## src/rtl/fetch_unit_if.sv

```systemverilog
// rtl/fetch_unit_if.sv - byte-wide req/ack memory read port of the fetch stage
//
// Purpose: groups the method-area read port between fetch_unit and memory.
// Signals:
//   mem_req    request held high until acknowledged (master -> slave)
//   mem_addr   byte address, stable while mem_req is high (master -> slave)
//   mem_rdata  read byte, valid while mem_ack is high (slave -> master)
//   mem_ack    single-cycle acknowledge, one per request (slave -> master)
interface fetch_unit_if #(
  parameter int ADDR_W = 32
);
  logic              mem_req;
  logic [ADDR_W-1:0] mem_addr;
  logic [7:0]        mem_rdata;
  logic              mem_ack;

  modport master (
    output mem_req,
    output mem_addr,
    input  mem_rdata,
    input  mem_ack
  );

  modport slave (
    input  mem_req,
    input  mem_addr,
    output mem_rdata,
    output mem_ack
  );
endinterface

```

## src/rtl/fetch_unit.sv

```systemverilog
// rtl/fetch_unit.sv - instruction-byte fetch stage: PC, MBR and method-area reads
//
// Purpose: owns the PC, reads method-area bytes through a req/ack port and
// loads MBR for JMPC dispatch. stall is raised while the current fetch
// microinstruction cannot retire.
// Optional feature macro: FETCH_PREFETCH_EN adds a one-entry prefetch buffer
// and the WAIT_P state so sequential fetches complete without stalling.
// Ports:
//   clk, rst        clock, asynchronous active-high reset
//   fetch           fetch bit of the current MIR (level, held during stall)
//   pc_wr, pc_in    C-bus write of PC
//   mem             memory read port (fetch_unit_if.master)
//   PC              program counter
//   MBR             fetched byte
//   mbr_sext/zext   MBR sign/zero-extended to 32 bits
//   stall           combinational; fetch outstanding this cycle
module fetch_unit #(
  parameter int ADDR_W = 32
) (
  input  logic              clk,
  input  logic              rst,
  input  logic              fetch,
  input  logic              pc_wr,
  input  logic [ADDR_W-1:0] pc_in,
  fetch_unit_if.master      mem,
  output logic [ADDR_W-1:0] PC,
  output logic [7:0]        MBR,
  output logic [31:0]       mbr_sext,
  output logic [31:0]       mbr_zext,
  output logic              stall
);

  typedef enum logic [1:0] {
    IDLE   = 2'd0,
    WAIT_F = 2'd1,
    WAIT_P = 2'd2
  } state_t;

  state_t            state;
  state_t            state_nx;
  logic [ADDR_W-1:0] faddr;
  logic [ADDR_W-1:0] addr_q;
  logic [ADDR_W-1:0] addr_nx;
  logic              req_q;
  logic              req_nx;
  logic              mbr_ld;
  logic [7:0]        mbr_nx;
  logic              done;
  logic              hit;

  // A same-cycle PC write and fetch targets the freshly written PC.
  assign faddr = pc_wr ? pc_in : PC;

`ifdef FETCH_PREFETCH_EN
  logic              buf_valid;
  logic [ADDR_W-1:0] buf_addr;
  logic [7:0]        buf_data;
  logic              buf_ld;

  assign hit = buf_valid && (buf_addr == faddr);
`else
  assign hit = 1'b0;
`endif

  // State register
  always_ff @(posedge clk or posedge rst) begin
    if (rst) state <= IDLE;
    else     state <= state_nx;
  end

  // Next-state logic
  always_comb begin
    state_nx = state;
    case (state)
      IDLE: begin
        if (fetch) state_nx = hit ? WAIT_P : WAIT_F;
      end
      WAIT_F: begin
`ifdef FETCH_PREFETCH_EN
        if (mem.mem_ack) state_nx = WAIT_P;
`else
        if (mem.mem_ack) state_nx = IDLE;
`endif
      end
      WAIT_P: begin
        if (mem.mem_ack) state_nx = IDLE;
      end
      default: state_nx = IDLE;
    endcase
  end

  // Output / datapath-control logic
  always_comb begin
    done    = 1'b0;
    mbr_ld  = 1'b0;
    mbr_nx  = mem.mem_rdata;
    req_nx  = req_q;
    addr_nx = addr_q;
`ifdef FETCH_PREFETCH_EN
    buf_ld  = 1'b0;
`endif
    case (state)
      IDLE: begin
        if (fetch) begin
          req_nx = 1'b1;
`ifdef FETCH_PREFETCH_EN
          if (hit) begin
            // Serve from the buffer and immediately prefetch the next byte.
            done    = 1'b1;
            mbr_ld  = 1'b1;
            mbr_nx  = buf_data;
            addr_nx = faddr + ADDR_W'(1);
          end else begin
            addr_nx = faddr;
          end
`else
          addr_nx = faddr;
`endif
        end
      end
      WAIT_F: begin
        if (mem.mem_ack) begin
          done   = 1'b1;
          mbr_ld = 1'b1;
`ifdef FETCH_PREFETCH_EN
          // Request stays up and moves on to the next sequential byte.
          req_nx  = 1'b1;
          addr_nx = addr_q + ADDR_W'(1);
`else
          req_nx = 1'b0;
`endif
        end
      end
      WAIT_P: begin
        if (mem.mem_ack) begin
          req_nx = 1'b0;
`ifdef FETCH_PREFETCH_EN
          buf_ld = 1'b1;
`endif
          // A fetch waiting on exactly this byte completes with the ack.
          if (fetch && (faddr == addr_q)) begin
            done   = 1'b1;
            mbr_ld = 1'b1;
          end
        end
      end
      default: ;
    endcase
  end

  assign stall = fetch && !done;

  always_ff @(posedge clk or posedge rst) begin
    if (rst) begin
      PC     <= '0;
      MBR    <= '0;
      req_q  <= 1'b0;
      addr_q <= '0;
    end else begin
      if (pc_wr)  PC  <= pc_in;
      if (mbr_ld) MBR <= mbr_nx;
      req_q  <= req_nx;
      addr_q <= addr_nx;
    end
  end

`ifdef FETCH_PREFETCH_EN
  // The method area is read-only, so the buffer is only cleared by reset.
  always_ff @(posedge clk or posedge rst) begin
    if (rst) begin
      buf_valid <= 1'b0;
      buf_addr  <= '0;
      buf_data  <= '0;
    end else if (buf_ld) begin
      buf_valid <= 1'b1;
      buf_addr  <= addr_q;
      buf_data  <= mem.mem_rdata;
    end
  end
`endif

  assign mem.mem_req  = req_q;
  assign mem.mem_addr = addr_q;

  assign mbr_sext = {{24{MBR[7]}}, MBR};
  assign mbr_zext = {24'b0, MBR};

endmodule

```

## src/flat_wrapper.sv

```systemverilog
// flat-port wrapper written by rule: the top's interface ports become plain ports
module fetch_unit_flat 
#(
  parameter int ADDR_W = 32
)
  (clk, rst, fetch, pc_wr, pc_in, PC, MBR, mbr_sext, mbr_zext, stall, mem_mem_req, mem_mem_addr, mem_mem_rdata, mem_mem_ack);
  fetch_unit_if #(.ADDR_W(ADDR_W)) mem_i ();
  input  logic clk;
  input  logic rst;
  input  logic fetch;
  input  logic pc_wr;
  input  logic [ADDR_W-1:0] pc_in;
  output logic [ADDR_W-1:0] PC;
  output logic [7:0] MBR;
  output logic [31:0] mbr_sext;
  output logic [31:0] mbr_zext;
  output logic stall;
  output wire logic [$bits(mem_i.mem_req)-1:0] mem_mem_req;
  output wire logic [$bits(mem_i.mem_addr)-1:0] mem_mem_addr;
  input wire logic [$bits(mem_i.mem_rdata)-1:0] mem_mem_rdata;
  input wire logic [$bits(mem_i.mem_ack)-1:0] mem_mem_ack;
  assign mem_mem_req = mem_i.mem_req;
  assign mem_mem_addr = mem_i.mem_addr;
  assign mem_i.mem_rdata = mem_mem_rdata;
  assign mem_i.mem_ack = mem_mem_ack;
  fetch_unit #(.ADDR_W(ADDR_W)) u_core (.clk(clk), .rst(rst), .fetch(fetch), .pc_wr(pc_wr), .pc_in(pc_in), .mem(mem_i), .PC(PC), .MBR(MBR), .mbr_sext(mbr_sext), .mbr_zext(mbr_zext), .stall(stall));
endmodule
```

## config.mk

```make
export PLATFORM = sky130hd
export DESIGN_NAME = fetch_unit_flat
export DESIGN_NICKNAME = d
export VERILOG_FILES = /design/src/rtl/fetch_unit_if.sv /design/src/rtl/fetch_unit.sv /design/src/flat_wrapper.sv
export SDC_FILE = /design/constraint.sdc
export NUM_CORES = 1
export LEC_CHECK = 0
export ABC_AREA = 1
export ABC_CLOCK_PERIOD_IN_PS = 3000
export BUFFER_PORTS_ARGS = -buffer_cell sky130_fd_sc_hd__buf_2
export CORE_ASPECT_RATIO = 1.75
export CORE_UTILIZATION = 29
export CTS_BUF_LIST = sky130_fd_sc_hd__clkbuf_8
export CTS_CLUSTER_DIAMETER = 40
export DETAILED_ROUTE_END_ITERATION = 10
export GPL_ROUTABILITY_DRIVEN = 0
export PLACE_DENSITY = 0.59
export SLEW_MARGIN = 20
export SYNTH_ARGS = -nofsm -noshare
export SYNTH_HDL_FRONTEND = slang
export SYNTH_SLANG_ARGS = --single-unit
export TNS_END_PERCENT = 30
```

## constraint.sdc

```tcl
create_clock -name clk -period 3 [get_ports clk]
set_clock_uncertainty 0.1 [all_clocks]
set_input_delay 0.3 -clock clk [delete_from_list [all_inputs] [get_ports clk]]
set_output_delay 0.3 -clock clk [all_outputs]
set_load 0.02 [all_outputs]
```

==> flow_summary_export.csv, run 1 <==
group,metric,value,unit
run_status,outcome,"complete, but fails checks",
run_status,violations,"hold timing",
clock_tree,cts_max_level,3,
clock_tree,clk_pin_slew,80,ps
layout,fill_cells,1182,
sta,setup-tns-final,0,ps
place,dpl-instance-area,3840,um2
synth,syn_inst,377,
layout,fin_cells,630,
clock_tree,postCtsHoldBufs,0,
power,p_comb_share,32.2,%
sta,hold_viol,23,
drt,ant_nets,0,
drt,drc,0,
synth,netlist_top_cells_area,"dfrtp_1 54%, nand2_1 20%, buf_4 15%",
worst_setup_path,cp.depth,1,
sta,relSlewSlack,48.0,%
floorplan,core,11200,um2
worst_setup_path,crit_path_end,"mbr_sext[31]",
sta,setup_ws,1270,ps
layout,final_area,4040,um2
sta,fin_crit,1730,ps
floorplan,pin_count,183,
clock_tree,cts_resized,0,
job,maxCapViolCount,0,
global_route,gr-total-overflow,0,
global_route,grt_pass1_vias,2439,
drt,viasPerCell,4.21,
power,p_total,2.99,mW
worst_setup_path,cp.required,2600,ps
layout,drive_above_1_share,41.9,%
power,ir_drop,311,uV
sta,slew_viol_final,0,
synth,syn_area,3360,um2
drt,wl,7970,um
synth,synth-seq-cells,73,
global_route,use_met3,3.37,%
layout,syn_to_final_growth,20.2,%
synth,synth.largest_area_cell,"dfrtp_1",
floorplan,die_h,144,um
place,dp_worst_setup_slack,1350,ps
worst_setup_path,cp-start-kind,"flip-flop",
worst_setup_path,path_max_fanout,28,
layout,fin_nets,537,
global_route,use_met1,15.0,%
power,p_leak,2.42,nW
clock_tree,clk_latency,350,ps
sta,rsz0062_at_grt,"false",
hold_path,hp-class,"input port to async pin",
worst_setup_path,reg2reg_to,"u_core.mem.mem_addr[16]$_DFFE_PP0P_",
global_route,grt_pass1_wl,12400,um
floorplan,start_util,30.1,%
synth,ys_warn_count,0,
sta,max_freq,0.579,GHz
clock_tree,cts_sinks,73,
clock_tree,clock_path_buffers,2,
worst_setup_path,worstSetupEndpointType,"primary output",
power,p_int,1.83,mW
worst_setup_path,reg2reg_slack,1460,ps
power,power_density,740,nW/um2
worst_setup_path,critPathKind,"flip-flop to primary output",
worst_setup_path,r2r-start,"u_core.state[0]$_DFFE_PP0P_",
clock_tree,root_buffer,"clkbuf_8",
synth,netlist.area_leader.share,54.4,%
clock_tree,postCtsSetupBuffers,0,
layout,final_util,36.1,%
drt,firstDrtPassIters,4,
sta,setup_viol,0,
place,dp.final_hpwl,5520,um
power,pwr-share-clk,25.8,%
layout,layout_commonest_cell,"nand2_1",
worst_setup_path,crit_slowest_cell,"dfrtp_1",
clock_tree,cts_buffers,9,
drt,wl_per_cell,12.7,um
sta,tightest_slew,779,ps
global_route,grtUsageMet2,23.2,%
sta,period_share,57.5,%
synth,synth_seq_area_share,54.4,%
place,numPortBuffers,158,
drt,first_iter_violations,95,
worst_setup_path,reg2reg_depth,5,
clock_tree,cts_tree,"done",
floorplan,die-area,12000,um2
power,p_switching,1.15,mW
synth,avgSynthCellArea,8.90,um2
synth,synth_cell_type_count,14,
power,p_seq_share,42.0,%
floorplan,die_w,83.3,um
global_route,grt_max_degree,40,
layout,final_cell_mix,"180 x nand2_1, 158 x buf_2, 73 x dfrtp_1, 30 x nand2_2, 24 x conb_1",
worst_setup_path,crit_start,"u_core.MBR[7]$_DFFE_PP0P_",
power,p_sw_share,38.6,%
floorplan,rows,51,
sta,holdWs,-21.5,ps
worst_setup_path,crit_family,"flip-flops",
global_route,top_usage_layer,"met2",
global_route,grt.total_usage,13.4,%
place,dp.cells,613,
worst_setup_path,cpPeakStageDelay,700,ps
worst_setup_path,crit_buf_inv,1,
worst_setup_path,worstPathCellList,"buf_2",
worst_setup_path,cp_data_arrival_time,1330,ps
drt,vias,2651,
global_route,antenna_found_initial,1,
area by class of cell:
type / count / area (um2) / area share, %
flip-flops and latches: 73 / 1830 / 45.3
multi-input cells: 244 / 1010 / 24.9
repair buffers: 160 / 818 / 20.3
well taps: 132 / 165 / 4.09
clock buffers: 10 / 138 / 3.41
clock inverters: 6 / 60.1 / 1.49
inverters: 4 / 20.0 / 0.496
diodes: 1 / 2.50 / 0.0620
Yosys cell counts:
| cell type | instances |
|---|---|
| a21boi_0 | 1 |
| buf_2 | 7 |
| buf_4 | 66 |
| buf_6 | 5 |
| clkbuf_1 | 1 |
| conb_1 | 1 |
| dfrtp_1 | 73 |
| inv_1 | 1 |
| inv_2 | 2 |
| inv_6 | 1 |
| nand2_1 | 180 |
| nand2_2 | 30 |
| nand3_1 | 8 |
| o21ai_0 | 1 |
sequential cells by signal, summed over array words and instances (netlist names):
signal and cells:
u_core.MBR 8, u_core.mem.mem_addr 32, u_core.PC 32, u_core.state 1
layer usage:
| metal | vias up | share of wire (%) |
|---|---|---|
| li1 | 1279 | - |
| met1 | 1244 | 39 |
| met2 | 116 | 52 |
| met3 | 12 | 6.2 |
| met4 | 0 | 2.2 |
| met5 | - | 0 |
power groups by stage:
stage	combinational, mW	clock [mW]	sequential (mW)
global route	1.04	0.847	1.28
floorplan	0.619	0	1.46
finish	0.962	0.769	1.26
detailed placement	0.974	0	1.28
global placement	0.972	0	1.27
CTS	0.975	0.803	1.26
logic make-up after synthesis:
kind of cell | count (synthesis) | synth area share [%]
simple gates | 218 | 26.9
buf+inv | 83 | 18.2
compound gates | 2 | 0.373
other cells | 1 | 0.112
flops | 73 | 54.4
worst min-delay path by stage:
stage / end / slack [ps] / cells past startpoint
2_1_floorplan: u_core.PC[22]$_DFF_PP0_ / 330 / 2
3_3_place_gp: u_core.mem.mem_addr[2]$_DFFE_PP0P_ / 360 / 2
3_5_place_dp: u_core.mem.mem_addr[2]$_DFFE_PP0P_ / 360 / 2
4_1_cts: u_core.mem.mem_addr[13]$_DFFE_PP0P_ / 3 / 2
5_1_grt: u_core.mem.mem_addr[17]$_DFFE_PP0P_ / 30 / 2
6_report: u_core.mem.mem_addr[13]$_DFFE_PP0P_ / -20 / 2
Power figures use the tool's default switching activity.
==> run 2: changes to the inputs <==
--- a/config.mk
+++ b/config.mk
@@ -6,7 +6,7 @@
 export NUM_CORES = 1
 export LEC_CHECK = 0
 export ABC_AREA = 1
-export ABC_CLOCK_PERIOD_IN_PS = 3000
+export ABC_CLOCK_PERIOD_IN_PS = 1650
 export BUFFER_PORTS_ARGS = -buffer_cell sky130_fd_sc_hd__buf_2
 export CORE_ASPECT_RATIO = 1.75
 export CORE_UTILIZATION = 29
==> constraint.sdc (replaced) <==
create_clock -name clk -period 1.65 [get_ports clk]
set_clock_uncertainty 0.1 [all_clocks]
set_input_delay 0.165 -clock clk [delete_from_list [all_inputs] [get_ports clk]]
set_output_delay 0.165 -clock clk [all_outputs]
set_load 0.02 [all_outputs]
==> flow_summary_export.csv, run 2 (synthesized netlist as in run 1, its figures left out) <==
group,metric,value,unit
sta,setup-tns-final,0,ps
layout,multi_input_area,1010,um2
layout,drive_above_1_share,39.4,%
layout,syn_to_final_growth,33.7,%
global_route,gr-total-overflow,0,
layout,final_area,4490,um2
sta,period_share,92.6,%
clock_tree,root_buffer,"clkbuf_8",
power,p_total,5.52,mW
hold_path,hold_path_depth,3,
sta,hold_viol,0,
global_route,grt_pass1_vias,2799,
global_route,antenna_found_initial,0,
layout,final_util,40.2,%
sta,slew_viol_final,0,
power,p_leak,2.61,nW
layout,fin_nets,583,
floorplan,die_h,144,um
layout,num_antenna_cells,0,
floorplan,die_w,83.3,um
clock_tree,cts_sinks,73,
place,dp.cells,618,
place,numPortBuffers,158,
worst_setup_path,reg2reg_slack,350,ps
run_status,outcome,"finished, final reports clean",
clock_tree,clock_path_buffers,2,
layout,regArea,1830,um2
clock_tree,clk_latency,340,ps
drt,wl_per_cell,12.4,um
drt,viasPerCell,4.16,
clock_tree,cts_max_level,3,
job,maxCapViolCount,0,
worst_setup_path,cp-start-kind,"flip-flop",
drt,vias,2811,
layout,fin_cells,675,
clock_tree,cts_tree,"done",
worst_setup_path,cp_data_arrival_time,1260,ps
hold_path,min_to,"u_core.MBR[7]$_DFFE_PP0P_",
power,ir_drop,524,uV
worst_setup_path,path_max_fanout,12,
hold_path,min_from,"mem_mem_ack",
power,power_density,1230,nW/um2
sta,max_freq,0.654,GHz
floorplan,start_util,30.1,%
sta,holdWs,74.8,ps
floorplan,die-area,12000,um2
drt,first_iter_violations,77,
hold_path,hp-class,"input port to flip-flop",
sta,rsz0062_at_grt,"false",
clock_tree,cts_buffers,9,
floorplan,rows,51,
global_route,grt_pass1_wl,13100,um
global_route,grt_max_degree,74,
place,dpl-instance-area,3880,um2
worst_setup_path,reg2reg_to,"u_core.mem.mem_addr[6]$_DFFE_PP0P_",
drt,drc,0,
place,dp_worst_setup_slack,317,ps
drt,firstDrtPassIters,4,
sta,setup_viol,0,
clock_tree,postCtsSetupBuffers,0,
global_route,grt.total_usage,14.1,%
floorplan,pin_count,183,
place,dp.final_hpwl,5870,um
drt,wl,8340,um
layout,final_cell_mix,"180 x nand2_1, 158 x buf_2, 72 x dfrtp_1, 41 x dlygate4sd3_1, 30 x nand2_2",
drt,ant_nets,0,
worst_setup_path,reg2reg_depth,6,
clock_tree,clk_pin_slew,70,ps
floorplan,core,11200,um2
worst_setup_path,cp.required,1380,ps
worst_setup_path,worstSetupEndpointType,"primary output",
layout,fill_cells,1154,
layout,layout_commonest_cell,"nand2_1",
worst_setup_path,r2r-start,"u_core.state[0]$_DFFE_PP0P_",
sta,setup_ws,122,ps
worst_setup_path,critPathKind,"flip-flop to primary output",
sta,fin_crit,1530,ps
[run 2: area by class of cell]
cell class / count / area share, %
Inverter: 4 / 0.530
Timing Repair Buffer: 206 / 28.2
Clock buffer: 10 / 3.07
Sequential cell: 73 / 40.7
Clock inverter: 6 / 1.34
Tap cell: 132 / 3.68
Multi-Input combinational cell: 244 / 22.4
[run 2: where the power goes]
part | switching [mW] | total [mW] | internal, mW | leakage [nW]
Combinational | 1.24 | 1.85 | 0.606 | 1.60
Sequential | 0.215 | 2.29 | 2.07 | 0.903
Clock | 0.651 | 1.38 | 0.732 | 0.109
[run 2: worst max path at each step]
stage	end	startpoint	slack (ps)
after floorplan	stall	u_core.state[0]$_DFFE_PP0P_	230
after global placement	u_core.mem.mem_addr[4]$_DFFE_PP0P_	u_core.state[0]$_DFFE_PP0P_	370
after detailed placement	u_core.mem.mem_addr[6]$_DFFE_PP0P_	u_core.state[0]$_DFFE_PP0P_	320
after CTS	stall	u_core.state[0]$_DFFE_PP0P_	80
after global routing	stall	u_core.state[0]$_DFFE_PP0P_	20
final	stall	u_core.state[0]$_DFFE_PP0P_	120
[run 2: what timing repair did]
item                       4_1_cts  5_1_grt
resized for setup                1        0
setup endpoints to repair       27        0
hold buffers                    41        0
hold endpoints to repair       113        0
[run 2: critical path, stage by stage, from the launching register on]
cell      delay, ps
dfrtp_1         520
a21boi_0        210
buf_2           190
[run 2: metal layers]
| layer | vias to the layer above | track usage (%) | part of all wire, % |
|---|---|---|---|
| met3 | 20 | 2.68 | 5.3 |
| met2 | 122 | 26.3 | 54 |
| met1 | 1305 | 14.9 | 38 |
| met5 | - | 0 | 0 |
| met4 | 0 | 7.71 | 2.8 |
| li1 | 1364 | - | - |
